File: config.mk
export PLATFORM = sky130hd
export DESIGN_NAME = tcp_rx_segment_parser
export DESIGN_NICKNAME = d
export VERILOG_FILES = /design/src/rtl/tcp_rx_pkg.sv /design/src/rtl/tcp_csum_acc.sv /design/src/rtl/tcp_rx_segment_parser.sv
export SDC_FILE = /design/constraint.sdc
export NUM_CORES = 1
export LEC_CHECK = 0
export CAP_MARGIN = 20
export CORE_MARGIN = 2
export CORE_UTILIZATION = 35
export CTS_CLUSTER_SIZE = 40
export DETAILED_ROUTE_END_ITERATION = 10
export GPL_TIMING_DRIVEN = 1
export PLACE_DENSITY_LB_ADDON = 0.2
export RECOVER_POWER = 100
export SYNTH_ARGS = -nofsm -noshare
export SYNTH_HDL_FRONTEND = slang
export SYNTH_HIERARCHICAL = 1
export SYNTH_SLANG_ARGS = --single-unit
File: constraint.sdc
create_clock -name clk -period 3.17 [get_ports clk]
set_clock_uncertainty 0.1 [all_clocks]
set_input_delay 0.4755 -clock clk [delete_from_list [all_inputs] [get_ports clk]]
set_output_delay 0.4755 -clock clk [all_outputs]
set_load 0.03 [all_outputs]
File: src/rtl/tcp_rx_pkg.sv
// Shared types for the TCP receive segment parser: FSM states, flag bit
// positions, drop reason codes and the fixed header size.
package tcp_rx_pkg;

    typedef enum logic [2:0] {
        S_HDR,
        S_OPT,
        S_PAYLOAD,
        S_EMIT,
        S_DROP
    } state_t;

    localparam int FLG_FIN = 0;
    localparam int FLG_SYN = 1;
    localparam int FLG_RST = 2;
    localparam int FLG_PSH = 3;
    localparam int FLG_ACK = 4;
    localparam int FLG_URG = 5;

    typedef enum logic [1:0] {
        ERR_SHORT   = 2'd0,
        ERR_DOFF    = 2'd1,
        ERR_OVERLEN = 2'd2,
        ERR_CSUM    = 2'd3
    } err_code_t;

    localparam int TCP_MIN_HDR_BYTES = 20;

endpackage

File: src/rtl/tcp_csum_acc.sv
// Byte-wise 16-bit ones'-complement accumulator. Even-indexed bytes land in the
// high half, odd-indexed in the low half, so a trailing odd byte is zero padded.
module tcp_csum_acc (
    input  logic        clk,
    input  logic        rst,
    input  logic        init,
    input  logic        en,
    input  logic [15:0] seed,
    input  logic [7:0]  data,
    output logic [15:0] sum_next
);

    logic [15:0] acc;
    logic        odd;
    logic [15:0] base;
    logic        phase;
    logic [15:0] addend;
    logic [16:0] raw;

    // init restarts the sum from the seed on the first byte of a segment
    assign base     = init ? seed : acc;
    assign phase    = init ? 1'b0 : odd;
    assign addend   = phase ? {8'h00, data} : {data, 8'h00};
    assign raw      = {1'b0, base} + {1'b0, addend};
    assign sum_next = raw[15:0] + {15'd0, raw[16]};

    always_ff @(posedge clk) begin
        if (rst) begin
            acc <= 16'd0;
            odd <= 1'b0;
        end else if (en) begin
            acc <= sum_next;
            odd <= ~phase;
        end
    end

endmodule

File: src/rtl/tcp_rx_segment_parser.sv
// TCP receive header parser: one result pulse per good segment, one error pulse per dropped one.
// Optional checksum verification under TCP_RX_CSUM_EN.
module tcp_rx_segment_parser
    import tcp_rx_pkg::*;
#(
    parameter int MAX_SEG_BYTES = 1500
) (
    input  logic        clk,
    input  logic        rst,
    input  logic [7:0]  rx_data_in,
    input  logic        rx_valid_in,
    input  logic        rx_last_in,
    output logic        rx_ready_out,
    input  logic [15:0] pseudo_sum_in,
    input  logic [15:0] local_port,
    input  logic [15:0] remote_port,
    output logic        seg_vld_out,
    output logic [15:0] src_port_out,
    output logic [15:0] dst_port_out,
    output logic [31:0] seq_out,
    output logic [31:0] ack_num_out,
    output logic [5:0]  flags_out,
    output logic [15:0] payload_len_out,
    output logic        SYN_port_vld,
    output logic        ACK_port_vld,
    output logic        FIN_out,
    output logic        RST_out,
    output logic        err_out,
    output logic [1:0]  err_code_out
);

    localparam logic [10:0] HDR_LAST = 11'(TCP_MIN_HDR_BYTES - 1);
    localparam logic [11:0] MAX_W    = 12'(MAX_SEG_BYTES);

    state_t      state, state_n;
    logic [10:0] cnt, cnt_n, cnt_inc, opt_last;
    logic [3:0]  doff;
    logic [15:0] w_src, w_dst, pl;
    logic [31:0] w_seq, w_ack;
    logic [5:0]  w_flags;
    err_code_t   drop_code, drop_code_n, fire_code, det_code;
    logic        acc, det, go_emit, err_fire, csum_bad;

    assign rx_ready_out = !rst && (state != S_EMIT);
    assign acc          = rx_valid_in && rx_ready_out;
    assign cnt_inc      = cnt + 11'd1;
    assign opt_last     = {5'd0, doff, 2'b00} - 11'd1;

`ifdef TCP_RX_CSUM_EN
    logic [15:0] csum_next;

    tcp_csum_acc u_csum (
        .clk      (clk),
        .rst      (rst),
        .init     (state == S_HDR && cnt == 11'd0),
        .en       (acc),
        .seed     (pseudo_sum_in),
        .data     (rx_data_in),
        .sum_next (csum_next)
    );

    assign csum_bad = (csum_next != 16'hFFFF);
`else
    logic unused_pseudo;
    assign unused_pseudo = ^pseudo_sum_in;
    assign csum_bad      = 1'b0;
`endif

    always_comb begin
        state_n     = state;
        cnt_n       = cnt;
        drop_code_n = drop_code;
        fire_code   = drop_code;
        err_fire    = 1'b0;
        go_emit     = 1'b0;
        det         = 1'b0;
        det_code    = ERR_SHORT;
        if (state == S_EMIT) begin
            state_n = S_HDR;
        end else if (acc) begin
            cnt_n = cnt_inc;
            case (state)
                S_HDR: begin
                    if (cnt == 11'd12 && rx_data_in[7:4] < 4'd5) begin
                        det      = 1'b1;
                        det_code = ERR_DOFF;
                    end else if (cnt == HDR_LAST) begin
                        if (doff == 4'd5) begin
                            if (rx_last_in) go_emit = 1'b1;
                            else            state_n = S_PAYLOAD;
                        end else if (rx_last_in) begin
                            det = 1'b1;
                        end else begin
                            state_n = S_OPT;
                        end
                    end else if (rx_last_in) begin
                        det = 1'b1;
                    end
                end
                S_OPT: begin
                    if (cnt == opt_last) begin
                        if (rx_last_in) go_emit = 1'b1;
                        else            state_n = S_PAYLOAD;
                    end else if (rx_last_in) begin
                        det = 1'b1;
                    end
                end
                S_PAYLOAD: begin
                    if (rx_last_in) go_emit = 1'b1;
                end
                S_DROP: begin
                    if (rx_last_in) begin
                        err_fire = 1'b1;
                        state_n  = S_HDR;
                        cnt_n    = 11'd0;
                    end
                end
                default: ;
            endcase
            // Length and checksum faults override whatever the header walk decided
            if (state != S_DROP && {1'b0, cnt_inc} > MAX_W) begin
                det      = 1'b1;
                det_code = ERR_OVERLEN;
                go_emit  = 1'b0;
            end
            if (go_emit && csum_bad) begin
                det      = 1'b1;
                det_code = ERR_CSUM;
                go_emit  = 1'b0;
            end
            if (det) begin
                if (rx_last_in) begin
                    err_fire  = 1'b1;
                    fire_code = det_code;
                    state_n   = S_HDR;
                    cnt_n     = 11'd0;
                end else begin
                    state_n     = S_DROP;
                    drop_code_n = det_code;
                end
            end else if (go_emit) begin
                state_n = S_EMIT;
                cnt_n   = 11'd0;
            end
        end
    end

    always_ff @(posedge clk) begin
        if (rst) begin
            state           <= S_HDR;
            cnt             <= 11'd0;
            drop_code       <= ERR_SHORT;
            doff            <= 4'd0;
            w_src           <= 16'd0;
            w_dst           <= 16'd0;
            w_seq           <= 32'd0;
            w_ack           <= 32'd0;
            w_flags         <= 6'd0;
            pl              <= 16'd0;
            src_port_out    <= 16'd0;
            dst_port_out    <= 16'd0;
            seq_out         <= 32'd0;
            ack_num_out     <= 32'd0;
            flags_out       <= 6'd0;
            payload_len_out <= 16'd0;
            err_out         <= 1'b0;
            err_code_out    <= 2'd0;
        end else begin
            state     <= state_n;
            cnt       <= cnt_n;
            drop_code <= drop_code_n;
            err_out   <= err_fire;
            if (err_fire) err_code_out <= fire_code;

            if (acc && state == S_HDR) begin
                case (cnt)
                    11'd0, 11'd1:                 w_src <= {w_src[7:0], rx_data_in};
                    11'd2, 11'd3:                 w_dst <= {w_dst[7:0], rx_data_in};
                    11'd4, 11'd5, 11'd6, 11'd7:   w_seq <= {w_seq[23:0], rx_data_in};
                    11'd8, 11'd9, 11'd10, 11'd11: w_ack <= {w_ack[23:0], rx_data_in};
                    11'd12:                       doff <= rx_data_in[7:4];
                    11'd13:                       w_flags <= rx_data_in[5:0];
                    default: ;
                endcase
            end

            if (state == S_HDR)                     pl <= 16'd0;
            else if (acc && state == S_PAYLOAD)     pl <= pl + 16'd1;

            // Result fields change only when a segment is committed
            if (go_emit && !det) begin
                src_port_out    <= w_src;
                dst_port_out    <= w_dst;
                seq_out         <= w_seq;
                ack_num_out     <= w_ack;
                flags_out       <= w_flags;
                payload_len_out <= (state == S_PAYLOAD) ? pl + 16'd1 : 16'd0;
            end
        end
    end

    logic dst_ok, conn_ok;
    assign dst_ok  = (dst_port_out == local_port);
    assign conn_ok = dst_ok && (src_port_out == remote_port);

    assign seg_vld_out  = (state == S_EMIT);
    assign SYN_port_vld = seg_vld_out && flags_out[FLG_SYN] && !flags_out[FLG_ACK] && dst_ok;
    assign ACK_port_vld = seg_vld_out && flags_out[FLG_ACK] && !flags_out[FLG_SYN] && conn_ok;
    assign FIN_out      = seg_vld_out && flags_out[FLG_FIN] && conn_ok;
    assign RST_out      = seg_vld_out && flags_out[FLG_RST] && conn_ok;

endmodule

======== Word level (Yosys, flattened, before mapping) ========
Cells that the tools add are included.
storage, ports and cells
  output and inout bits ................... 127
  register bits ........................... 259
  input bits .............................. 60
cells by class
  reductions and logical operators ........ 40
  bitwise logic cells ..................... 2
  add/sub/neg operators ................... 3
  equality and inequality tests ........... 29
  mux-type cells .......................... 50
  $lt $le $gt $ge ......................... 2
operator list
  operator                                          number
  == test 11 x 4 -> 1 bit, second input constant    6
  two-way mux 11 bit                                5
  == test 11 x 3 -> 1 bit, second input constant    4
  == test 16 bit                                    2
  two-way mux 3 bit                                 10
  two-way mux 1 bit                                 26
  == test 11 x 2 -> 1 bit, second input constant    2
  logical AND 1 bit                                 18
  adder 16 x 1 -> 16 bit, second input constant     1
  two-way mux 16 bit                                1
  inequality test 4 bit, second input constant      4
  AND reduction 2 bit                               7
  adder 11 x 1 -> 11 bit, second input constant     1
  == test 11 x 1 -> 1 bit, second input constant    1
  == test 11 bit                                    1
  == test 11 x 5 -> 1 bit, second input constant    1
  > comparator 11 bit, second input constant        1
  logical NOT 11 bit                                1
  two-way mux 2 bit                                 5
  case mux 3 bit (3 select lines)                   1
  OR reduction 2 bit                                4
  OR reduction 4 bit                                2
  AND reduction 7 bit                               1
  subtractor 6 x 1 -> 7 bit, second input constant  1
  other kinds (15)                                  20

======== Logic depth before layout (Yosys ltp) ========
Gate-level depths: netlist of run 1.
  word-level depth ........................ 12
  gate-level depth with buffers ........... 13
  gate-level depth less buffers ........... 9

======== Worst setup path after synthesis of run 1 ========
No wires, ideal clock.
  path type ............................... register -> register
  start ................................... register doff[0]
  end ..................................... register seq_out[17]
  period minus slack after synthesis ...... 2.599 ns
  arrival time ............................ 2.367 ns
  required time ........................... 2.938 ns
  cell stages (with the launch flop) ...... 13
  slack ................................... 0.571 ns
  cell sequence ........................... dfxtp_1 inv_1 ha_1 nor3b_2 mux2i_1 or3_1 nor3_4 o2111ai_1 buf_2 buf_4 buf_4 nand2_1 a21oi_1
on the way
  cells in the longest elaborated chain, start to end .. 12
RTL lines
  item                                                                                RTL line                      RTL
  from (decl)                                                                         tcp_rx_segment_parser.sv:37   logic [3:0] doff;
  from (signal assigned)                                                              tcp_rx_segment_parser.sv:181  11'd12: doff <= rx_data_in[7:4];
  parallel branches: the longest is 11 deep, another holds subtractor 6 x 1 -> 7 bit  -
  logical AND 1 bit (*)                                                               tcp_rx_segment_parser.sv:191  if (go_emit && !det) begin
  to (signal assigned)                                                                tcp_rx_segment_parser.sv:194  seq_out <= w_seq;
  to (decl)                                                                           tcp_rx_segment_parser.sv:20   output logic [31:0] seq_out,
Every way passes the cells marked *. The select of a mux whose other input is x is not followed.
A chain may end at the register's enable or synchronous reset.

======== Final worst setup path of run 1 ========
  start ................................... register state[2]
  end ..................................... output rx_ready_out
on the way
  cells in the longest elaborated chain, start to end .. 2
RTL lines
  item                            RTL line                      RTL
  from (decl)                     tcp_rx_segment_parser.sv:35   state_t state, state_n;
  from (signal assigned)          tcp_rx_segment_parser.sv:169  state <= state_n;
  inequality test 3 x 2 -> 1 bit  tcp_rx_segment_parser.sv:44   assign rx_ready_out = !rst && (state != S_EMIT);
  logical AND 1 bit               tcp_rx_segment_parser.sv:44
  to (decl)                       tcp_rx_segment_parser.sv:13   output logic rx_ready_out,
Every way passes these cells.

==> flow_metrics.env, run 1 <==
export IMPL_result_of_the_run="completed"
export IMPL_switching_share_pct=21.6
export IMPL_slew_headroom_pct=15.4
export IMPL_postSynth_topFlopCell="sky130_fd_sc_hd__dfxtp_1"
export IMPL_finalCritPeriodShare_pct=94.8
export IMPL_die_height_um=177
export IMPL_gr_max_usage_layer="met2"
export IMPL_synth_compound_area_share_pct=13.7
export IMPL_detailedRoute_firstIterationViolations=468
export IMPL_synth_top_family_by_area="simple AND/OR/NAND/NOR gates"
export IMPL_vdd_ir_drop_worst_mv=0.357
export IMPL_globalRouteMet3Util_pct=3.41
export IMPL_power_sequential_fraction_pct=47.2
export IMPL_synth_largest_area_cell="sky130_fd_sc_hd__dfxtp_1"
export IMPL_final_critical_path_time_including_i_o_delays_and_setup_ps=3000
export IMPL_post_detailed_routing_wire_length_mm=27.8
export IMPL_worst_slew_pin_transition_ps=1270
export IMPL_grt_util_met2_pct=27.4
export IMPL_fmaxAchievable_mhz=333
export IMPL_clock_sinks=259
export IMPL_postSynthCellCount=1324
export IMPL_fraction_of_final_layout_cells_with_drive_strength_greater_than_1_pct=6.49
export IMPL_initial_antenna_violation_count=2
export IMPL_routed_wire_length_per_instance_um=14.7
export IMPL_groute_layer_met1_usage_pct=24.3
export IMPL_worst_ep_required_time_ps=2590
export IMPL_placementRows=63
export IMPL_port_buffers=170
export IMPL_asyncSetResetFlopFracSynth_pct=0
export IMPL_dp_hpwl_mm=18.5
export IMPL_route_antenna_remaining_nets=0
export IMPL_syn2layout_area_growth_pct=29.6
export IMPL_routed_via_density=4.81
export IMPL_timing_max_cap_violations=0
export IMPL_cts_hold_fix_buffers=0
export IMPL_final_util_pct=46.0
export IMPL_pins_over_their_slew_limit=0
export IMPL_crit_arrival_ps=2430
export IMPL_clock_share_of_power_pct=49.0
export IMPL_synth_xor_area_share_pct=6.26
export IMPL_grt_use_total_pct=17.4
export IMPL_cts_tree="built"
export IMPL_grt_max_degree=232
export IMPL_mappedNetlistNets=1391
export IMPL_worst_hold_path_type="in2reg"
export IMPL_clk_root_buffer_cell="sky130_fd_sc_hd__clkbuf_16"
export IMPL_ys_warn_count=6
export IMPL_grt_first_pass_wirelength_mm=44.5
export IMPL_int_pwr_w=0.00544
export IMPL_final_hold_viol_count=0
export IMPL_cellLeakagePower_nw=5.06
export IMPL_syn_cell_area_mm2=0.0105
export IMPL_power_combinational_fraction_pct=3.8
export IMPL_clock_tree_buffer_depth=3
export IMPL_netlist_top_cells_area="sky130_fd_sc_hd__dfxtp_1, sky130_fd_sc_hd__nand2_1, sky130_fd_sc_hd__a21oi_1"
export IMPL_number_of_distinct_library_cell_variants_in_the_gate_level_netlist_after_synthesis=58
export IMPL_synth_sequential_area_ratio_pct=49.4
export IMPL_remaining_drc_errors=0
export IMPL_switchingPower_w=0.00150
export IMPL_fillCellCount=2955
export IMPL_num_vias=9075
export IMPL_post_cts_buffers=0
export IMPL_power_per_cell_area_mw_per_mm2=511
export IMPL_synthMostInstantiatedCell="sky130_fd_sc_hd__nand2_1"
export IMPL_critical_path_class="reg2out"
export IMPL_setup_worst_path_end_class="output port"
export IMPL_crit_fanout=8
export IMPL_synth_commonest_cells="sky130_fd_sc_hd__nand2_1, sky130_fd_sc_hd__dfxtp_1, sky130_fd_sc_hd__a21oi_1, sky130_fd_sc_hd__clkbuf_1, sky130_fd_sc_hd__nor2_1"
export IMPL_timing_final_setup_violations=0
export IMPL_final_setup_tns_ps=0
export IMPL_layoutNonFillerInstCount=1885
export IMPL_cts_buffers=29
export IMPL_drt_pre_antenna_iters=4
export IMPL_clock_insertion_delay_worst_skew_ps=550
export IMPL_gp_routability_congestion=0.830
export IMPL_synth_simple_area_share_pct=24.3
export IMPL_design_die_area_mm2=0.0314
export IMPL_clk_transition_reported_paths_ps=50
export IMPL_worstSetupStartpointType="register"
export IMPL_core_area_mm2=0.0296
export IMPL_syn_avg_cell_area_um2=7.93
export IMPL_synth_edff_count=0
export IMPL_timing_final_ws_setup_ps=166
export IMPL_placed_cells=1830
export IMPL_synth_area_mux_share_pct=1.05
export IMPL_synthDominantCellAreaShare_pct=49.4
export IMPL_pre_cts_slack_ps=60.7
export IMPL_dieWidth_um=177
export IMPL_floorplan_initialDensity_pct=35.5
export IMPL_grt_pass1_vias=8565
export IMPL_grt_overflow_total=0
export IMPL_num_io_pins=187
export IMPL_num_nets_final=1538
export IMPL_grt_setup_unrepaired="no"
export IMPL_htree_levels=1
export IMPL_synth_seq_cells=259
export IMPL_yosys_area_share_adder_pct=0.834
worst paths after layout:
kind	from	endpoint	slack [ps]	cells past startpoint
max	state[2]$_SDFFE_PN0P_	rx_ready_out	170	4
max reg2reg	cnt[1]$_SDFFE_PP0P_	ack_num_out[23]$_SDFFE_PP0P_	230	10
min	rst	state[1]$_SDFFE_PN0P_	170	3
min reg2reg	payload_len_out[12]$_SDFFE_PP0P_	payload_len_out[12]$_SDFFE_PP0P_	350	2
metrics by stage:
| stage | hold slack [ps] | area (um2) | total power, W |
|---|---|---|---|
| floorplan | 332 | 10500 | 0.00349 |
| global placement | 339 | 12700 | 0.00362 |
| detailed placement | 345 | 12700 | 0.00362 |
| CTS | 172 | 13700 | 0.00703 |
| global route | 182 | 13600 | 0.00720 |
| finish | 168 | 13600 | 0.00695 |
state kept, by name, indices dropped and copies added (netlist names):
name / count
cnt: 11
doff: 4
w_seq: 32
err_code_out: 2
w_flags: 6
flags_out: 6
w_src: 16
src_port_out: 16
err_out: 1
payload_len_out: 16
ack_num_out: 32
pl: 16
dst_port_out: 16
seq_out: 32
w_dst: 16
w_ack: 32
state: 3
drop_code: 2
layout by cell type (no fill, tap or decap), drive strengths merged, types with 4 or more instances in the layout:
cell type | synthesis | layout
buf | 40 | 34
or3 | 6 | 6
nand4 | 9 | 9
and2 | 8 | 8
nand3 | 35 | 35
mux2i | 11 | 11
clkinv | 0 | 5
nor2 | 51 | 51
o22ai | 4 | 4
ha | 7 | 7
o21a | 4 | 4
inv | 12 | 13
o21ai | 9 | 9
xnor2 | 40 | 40
clkbuf | 51 | 55
nor3 | 13 | 13
dlygate4sd3 | 0 | 122
nand2 | 441 | 441
and3 | 5 | 5
nor4 | 10 | 10
xor2 | 35 | 35
clkdlybuf4s50 | 0 | 43
dfxtp | 259 | 259
a21oi | 226 | 226
critical path, cell delays in order (launching register included):
cell,delay (ps)
sky130_fd_sc_hd__dfxtp_1,510
sky130_fd_sc_hd__and3b_1,230
sky130_fd_sc_hd__buf_4,160
sky130_fd_sc_hd__nor2_1,250
sky130_fd_sc_hd__clkdlybuf4s50_1,730
power groups by stage:
stage               sequential (W)  combinational, W  clock (W)
global route               0.00328          0.000289    0.00363
global placement           0.00335          0.000264          0
CTS                        0.00328          0.000269    0.00349
finish                     0.00328          0.000262    0.00341
floorplan                  0.00335          0.000139          0
detailed placement         0.00335          0.000268          0
routing by layer:
metal / part of all wire [%] / up-vias / wire, um
li1: - / 4676 / -
met1: 48 / 4196 / 13400
met2: 44 / 173 / 12200
met3: 6.1 / 28 / 1690
met4: 1.6 / 2 / 435
met5: 0.029 / - / 8
logic make-up after synthesis:
group / count (synthesis)
flops: 259
buf+inv: 103
simple gates: 602
mux: 11
compound gates: 267
xor+xnor: 75
fa+ha+maj: 7
cell type report:
type / instances / area (um2) / share of cell area, %
diodes: 1 / 2.50 / 0.0184
clock buffers: 47 / 923 / 6.79
clock inverters: 7 / 78.8 / 0.579
inverters: 12 / 45.0 / 0.331
multi-input cells: 962 / 4870 / 35.8
flip-flops and latches: 259 / 5180 / 38.1
well taps: 390 / 488 / 3.59
repair buffers: 207 / 2020 / 14.8
repair_timing:
| action | 4_1_cts | 5_1_grt |
|---|---|---|
| endpoints found under the hold margin | 0 | 0 |
| resized for setup | 0 | 3 |
| setup endpoints to repair | 0 | 3 |
Note: power is estimated with default switching activity, not from simulation.
==> run 2: changes to the inputs <==
Settings changed: CTS_CLUSTER_SIZE 40 to 8, REMOVE_ABC_BUFFERS set to 1.
==> flow_metrics.env, run 2 (synthesized netlist as in run 1, its figures left out) <==
export IMPL_result_of_the_run="completed"
export IMPL_detailedRoute_firstIterationViolations=484
export IMPL_final_setup_tns_ps=0
export IMPL_worst_ep_required_time_ps=2590
export IMPL_finalCritPeriodShare_pct=94.7
export IMPL_worst_slew_pin_transition_ps=832
export IMPL_grt_overflow_total=0
export IMPL_layout_cells_most_common="sky130_fd_sc_hd__nand2_1"
export IMPL_postLayoutCellArea_mm2=0.0136
export IMPL_crit_path_max_incr_delay_ps=790
export IMPL_final_util_pct=46.0
export IMPL_core_area_mm2=0.0296
export IMPL_initial_antenna_violation_count=0
export IMPL_layoutNonFillerInstCount=1868
export IMPL_postCtsResizedCells=0
export IMPL_placed_cell_area_mm2=0.0126
export IMPL_design_die_area_mm2=0.0314
export IMPL_vdd_ir_drop_worst_mv=0.322
export IMPL_grt_setup_unrepaired="no"
export IMPL_n_antenna_cell=0
export IMPL_drt_pre_antenna_iters=5
export IMPL_fin_total_pwr_w=0.00710
export IMPL_clk_transition_reported_paths_ps=50
export IMPL_num_vias=9134
export IMPL_final_critical_path_time_including_i_o_delays_and_setup_ps=3000
export IMPL_dieWidth_um=177
export IMPL_timing_final_setup_violations=0
export IMPL_fraction_of_final_layout_cells_with_drive_strength_greater_than_1_pct=5.68
export IMPL_remaining_drc_errors=0
export IMPL_ordered_cell_list_for_the_critical_path="and3b_1 > nor2_1 > dlygate4sd3_1"
export IMPL_grt_max_degree=78
export IMPL_placed_cells=1824
export IMPL_placementRows=63
export IMPL_die_height_um=177
export IMPL_slew_headroom_pct=44.5
export IMPL_crit_arrival_ps=2430
export IMPL_num_nets_final=1541
export IMPL_setup_worst_path_end_class="output port"
export IMPL_clock_sinks=259
export IMPL_worst_hold_startpoint="rst"
export IMPL_num_io_pins=187
export IMPL_gp_routability_congestion=0.841
export IMPL_critPathLaunch="state[2]$_SDFFE_PN0P_"
export IMPL_cts_hold_fix_buffers=0
export IMPL_syn2layout_area_growth_pct=29.5
export IMPL_power_per_cell_area_mw_per_mm2=522
export IMPL_dp_hpwl_mm=17.4
export IMPL_clock_insertion_delay_worst_skew_ps=520
export IMPL_route_antenna_remaining_nets=0
export IMPL_post_detailed_routing_wire_length_mm=27.0
export IMPL_fmaxAchievable_mhz=333
export IMPL_post_cts_buffers=0
export IMPL_reg2reg_from="cnt[1]$_SDFFE_PP0P_"
export IMPL_fillCellCount=2973
export IMPL_critical_path_class="reg2out"
export IMPL_clock_tree_buffer_depth=3
export IMPL_sequential_cell_area_mm2=0.00519
export IMPL_timing_max_cap_violations=0
export IMPL_htree_levels=2
export IMPL_worstSetupStartpointType="register"
export IMPL_critPathSlowestCell="sky130_fd_sc_hd__dlygate4sd3_1"
export IMPL_final_hold_viol_count=0
export IMPL_crit_fanout=8
export IMPL_grt_pass1_vias=8799
export IMPL_routed_via_density=4.89
export IMPL_port_buffers=170
export IMPL_floorplan_initialDensity_pct=35.5
export IMPL_grt_first_pass_wirelength_mm=44.1
export IMPL_layout_cells_most_common_list="sky130_fd_sc_hd__nand2_1, sky130_fd_sc_hd__dfxtp_1, sky130_fd_sc_hd__a21oi_1"
export IMPL_multiInputGateArea_mm2=0.00487
export IMPL_cts_tree="built"
export IMPL_cellLeakagePower_nw=5.04
export IMPL_cts_buffers=38
export IMPL_worst_hold_path_type="in2reg"
export IMPL_grt_use_total_pct=17.2
export IMPL_clk_root_buffer_cell="sky130_fd_sc_hd__clkbuf_16"
export IMPL_pins_over_their_slew_limit=0
export IMPL_routed_wire_length_per_instance_um=14.5
[run 2: where the power goes]
group	internal [W]	switching, W
clock	0.00217	0.00137
sequential	0.00328	0.0000130
combinational	0.000103	0.000158
[run 2: area by class of cell]
cell class / instances / area share [%]
inverter: 12 / 0.331
sequential: 259 / 38.2
multi-input combinational: 962 / 35.9
clock buffer: 41 / 7.24
timing repair buffer: 201 / 14.6
clock inverter: 3 / 0.249
tap: 390 / 3.59
[run 2: per-layer routing]
metal	vias up	track usage, %	wire (um)
li1	4653	-	-
met1	4251	22.9	12800
met2	189	28.2	12500
met3	41	3.31	1240
met4	0	4.72	502
met5	-	0	0
[run 2: stage by stage]
step | hold WS, ps | setup WS (ps)
2_1_floorplan | 325 | -2950
3_3_place_gp | 340 | 143
3_5_place_dp | 344 | 112
4_1_cts | 185 | 217
5_1_grt | 195 | 40.6
6_report | 189 | 167
[run 2: worst paths after layout]
check | to | slack (ps) | cells after the start
max | rx_ready_out | 170 | 3
min | dst_port_out[7]$_SDFFE_PP0P_ | 190 | 2
min reg2reg | seq_out[0]$_SDFFE_PP0P_ | 350 | 2
max reg2reg | ack_num_out[26]$_SDFFE_PP0P_ | 250 | 10
[run 2: critical path: cells and delay by family, from the launching register on]
kind | cells | cell delay [ps]
buffers and inverters | 1 | 790
flip-flops | 1 | 510
AND/OR/NAND/NOR | 2 | 610
==> run 3: changes to the inputs <==
Settings changed: PLACE_DENSITY_LB_ADDON 0.2 to not set.
==> flow_metrics.env, run 3 (synthesized netlist as in run 1, its figures left out) <==
export IMPL_grt_use_total_pct=16.7
export IMPL_route_antenna_remaining_nets=0
export IMPL_fraction_of_final_layout_cells_with_drive_strength_greater_than_1_pct=5.55
export IMPL_gr_max_usage_layer="met2"
export IMPL_layout_cells_most_common_list="sky130_fd_sc_hd__nand2_1, sky130_fd_sc_hd__dfxtp_1, sky130_fd_sc_hd__a21oi_1"
export IMPL_grt_util_met2_pct=28.2
export IMPL_result_of_the_run="completed"
export IMPL_clk_transition_reported_paths_ps=50
export IMPL_drt_pre_antenna_iters=4
export IMPL_postCtsResizedCells=0
export IMPL_fmaxAchievable_mhz=329
export IMPL_num_io_pins=187
export IMPL_design_die_area_mm2=0.0314
export IMPL_globalRouteMet3Util_pct=2.81
export IMPL_timing_final_setup_violations=0
export IMPL_worst_ep_required_time_ps=2590
export IMPL_timing_max_cap_violations=0
export IMPL_ordered_cell_list_for_the_critical_path="clkdlybuf4s50_1 > xor2_1 > nor4_1 > buf_4 > nand4_1 > nor2_1 > clkbuf_1 > and2_0 > buf_4"
export IMPL_slew_headroom_pct=17.4
export IMPL_setup_worst_path_end_class="output port"
export IMPL_grt_first_pass_wirelength_mm=43.2
export IMPL_port_buffers=170
export IMPL_cts_tree="built"
export IMPL_floorplan_initialDensity_pct=35.5
export IMPL_groute_layer_met1_usage_pct=22.2
export IMPL_gp_routability_congestion=0.794
export IMPL_layout_cells_most_common="sky130_fd_sc_hd__nand2_1"
export IMPL_grt_setup_unrepaired="no"
export IMPL_finalHoldWorstSlack_ps=197
export IMPL_routed_wire_length_per_instance_um=14.1
export IMPL_syn2layout_area_growth_pct=29.4
export IMPL_htree_levels=2
export IMPL_fillCellCount=2960
export IMPL_initial_antenna_violation_count=0
export IMPL_placementRows=63
export IMPL_grt_overflow_total=0
export IMPL_grt_max_degree=232
export IMPL_pins_over_their_slew_limit=0
export IMPL_core_area_mm2=0.0296
export IMPL_worst_slew_pin_transition_ps=1240
export IMPL_cts_hold_fix_buffers=0
export IMPL_clock_sinks=259
export IMPL_crit_fanout=2
export IMPL_pre_cts_slack_ps=234
export IMPL_cellLeakagePower_nw=5.03
export IMPL_final_critical_path_time_including_i_o_delays_and_setup_ps=3040
export IMPL_num_vias=9118
export IMPL_vdd_ir_drop_worst_mv=0.329
export IMPL_critPathSlowestCell="sky130_fd_sc_hd__clkdlybuf4s50_1"
export IMPL_crit_arrival_ps=2460
export IMPL_placed_cells=1826
export IMPL_final_util_pct=46.0
export IMPL_post_cts_buffers=0
export IMPL_detailedRoute_firstIterationViolations=530
export IMPL_power_per_cell_area_mw_per_mm2=519
export IMPL_dp_hpwl_mm=17.0
export IMPL_num_nets_final=1543
export IMPL_remaining_drc_errors=0
export IMPL_critical_path_class="in2out"
export IMPL_dieWidth_um=177
export IMPL_critical_path_top_cell_by_count="sky130_fd_sc_hd__buf_4"
export IMPL_clock_tree_buffer_depth=3
export IMPL_worst_hold_path_type="in2reg"
export IMPL_finalCritPeriodShare_pct=95.8
export IMPL_final_hold_viol_count=0
export IMPL_final_setup_tns_ps=0
export IMPL_cts_buffers=38
export IMPL_die_height_um=177
export IMPL_layoutNonFillerInstCount=1868
export IMPL_clk_root_buffer_cell="sky130_fd_sc_hd__clkbuf_16"
export IMPL_post_detailed_routing_wire_length_mm=26.3
export IMPL_clock_insertion_delay_worst_skew_ps=510
export IMPL_timing_final_ws_setup_ps=134
export IMPL_routed_via_density=4.88
export IMPL_grt_pass1_vias=8588
export IMPL_crit_path_max_incr_delay_ps=430
export IMPL_worstSetupStartpointType="input pin"
export IMPL_n_antenna_cell=0
-- run 3: cell count changes in the layout (fill, tap and decap cells not counted), sizes merged --
cell,change
buf,+2
clkbuf,-2
clkinv,-1
clkinvlp,+1
-- run 3: final timing paths --
| kind | from | endpoint | slack (ps) | cells after the start |
|---|---|---|---|---|
| worst min register to register | w_dst[14]$_SDFFE_PP0P_ | dst_port_out[14]$_SDFFE_PP0P_ | 350 | 2 |
| worst max-delay path | remote_port[12] | RST_out | 130 | 9 |
| worst min-delay path | rst | state[1]$_SDFFE_PN0P_ | 200 | 3 |
| worst max register to register | state[2]$_SDFFE_PN0P_ | w_ack[13]$_SDFFE_PP0P_ | 190 | 8 |
-- run 3: power breakdown --
part	total [W]	internal (W)	switching [W]
registers	0.00329	0.00328	0.0000124
clock network	0.00350	0.00216	0.00134
logic	0.000260	0.000103	0.000157
total	0.00705	0.00555	0.00151
-- run 3: area by class of cell --
cell class              count  area (um2)  share of cell area, %
clock inverters             3        36.3                  0.267
repair buffers            203        1990                   14.6
multi-input cells         962        4870                   35.8
flip-flops and latches    259        5180                   38.2
inverters                  12        45.0                  0.332
well taps                 390         488                   3.59
clock buffers              39         976                   7.18
-- run 3: worst max-delay path, delay by kind of cell --
kind                      cells  cell delay (ps)
xor gates and xnor gates      1              150
buffers and inverters         4             1000
and+or+nand+nor               4              850
-- run 3: metal layers --
layer  up-vias  part of all wire [%]
li1       4662                     -
met1      4224                    47
met2       198                    47
met3        34                   4.8
met4         0                   1.3
met5         -                     0
-- run 3: per-stage QoR --
| step | power [W] | cell area (um2) |
|---|---|---|
| after floorplan | 0.00344 | 10100 |
| final | 0.00705 | 13600 |
| after detailed placement | 0.00362 | 12600 |
| after global routing | 0.00732 | 13600 |
| after global placement | 0.00362 | 12600 |
| after CTS | 0.00717 | 13700 |
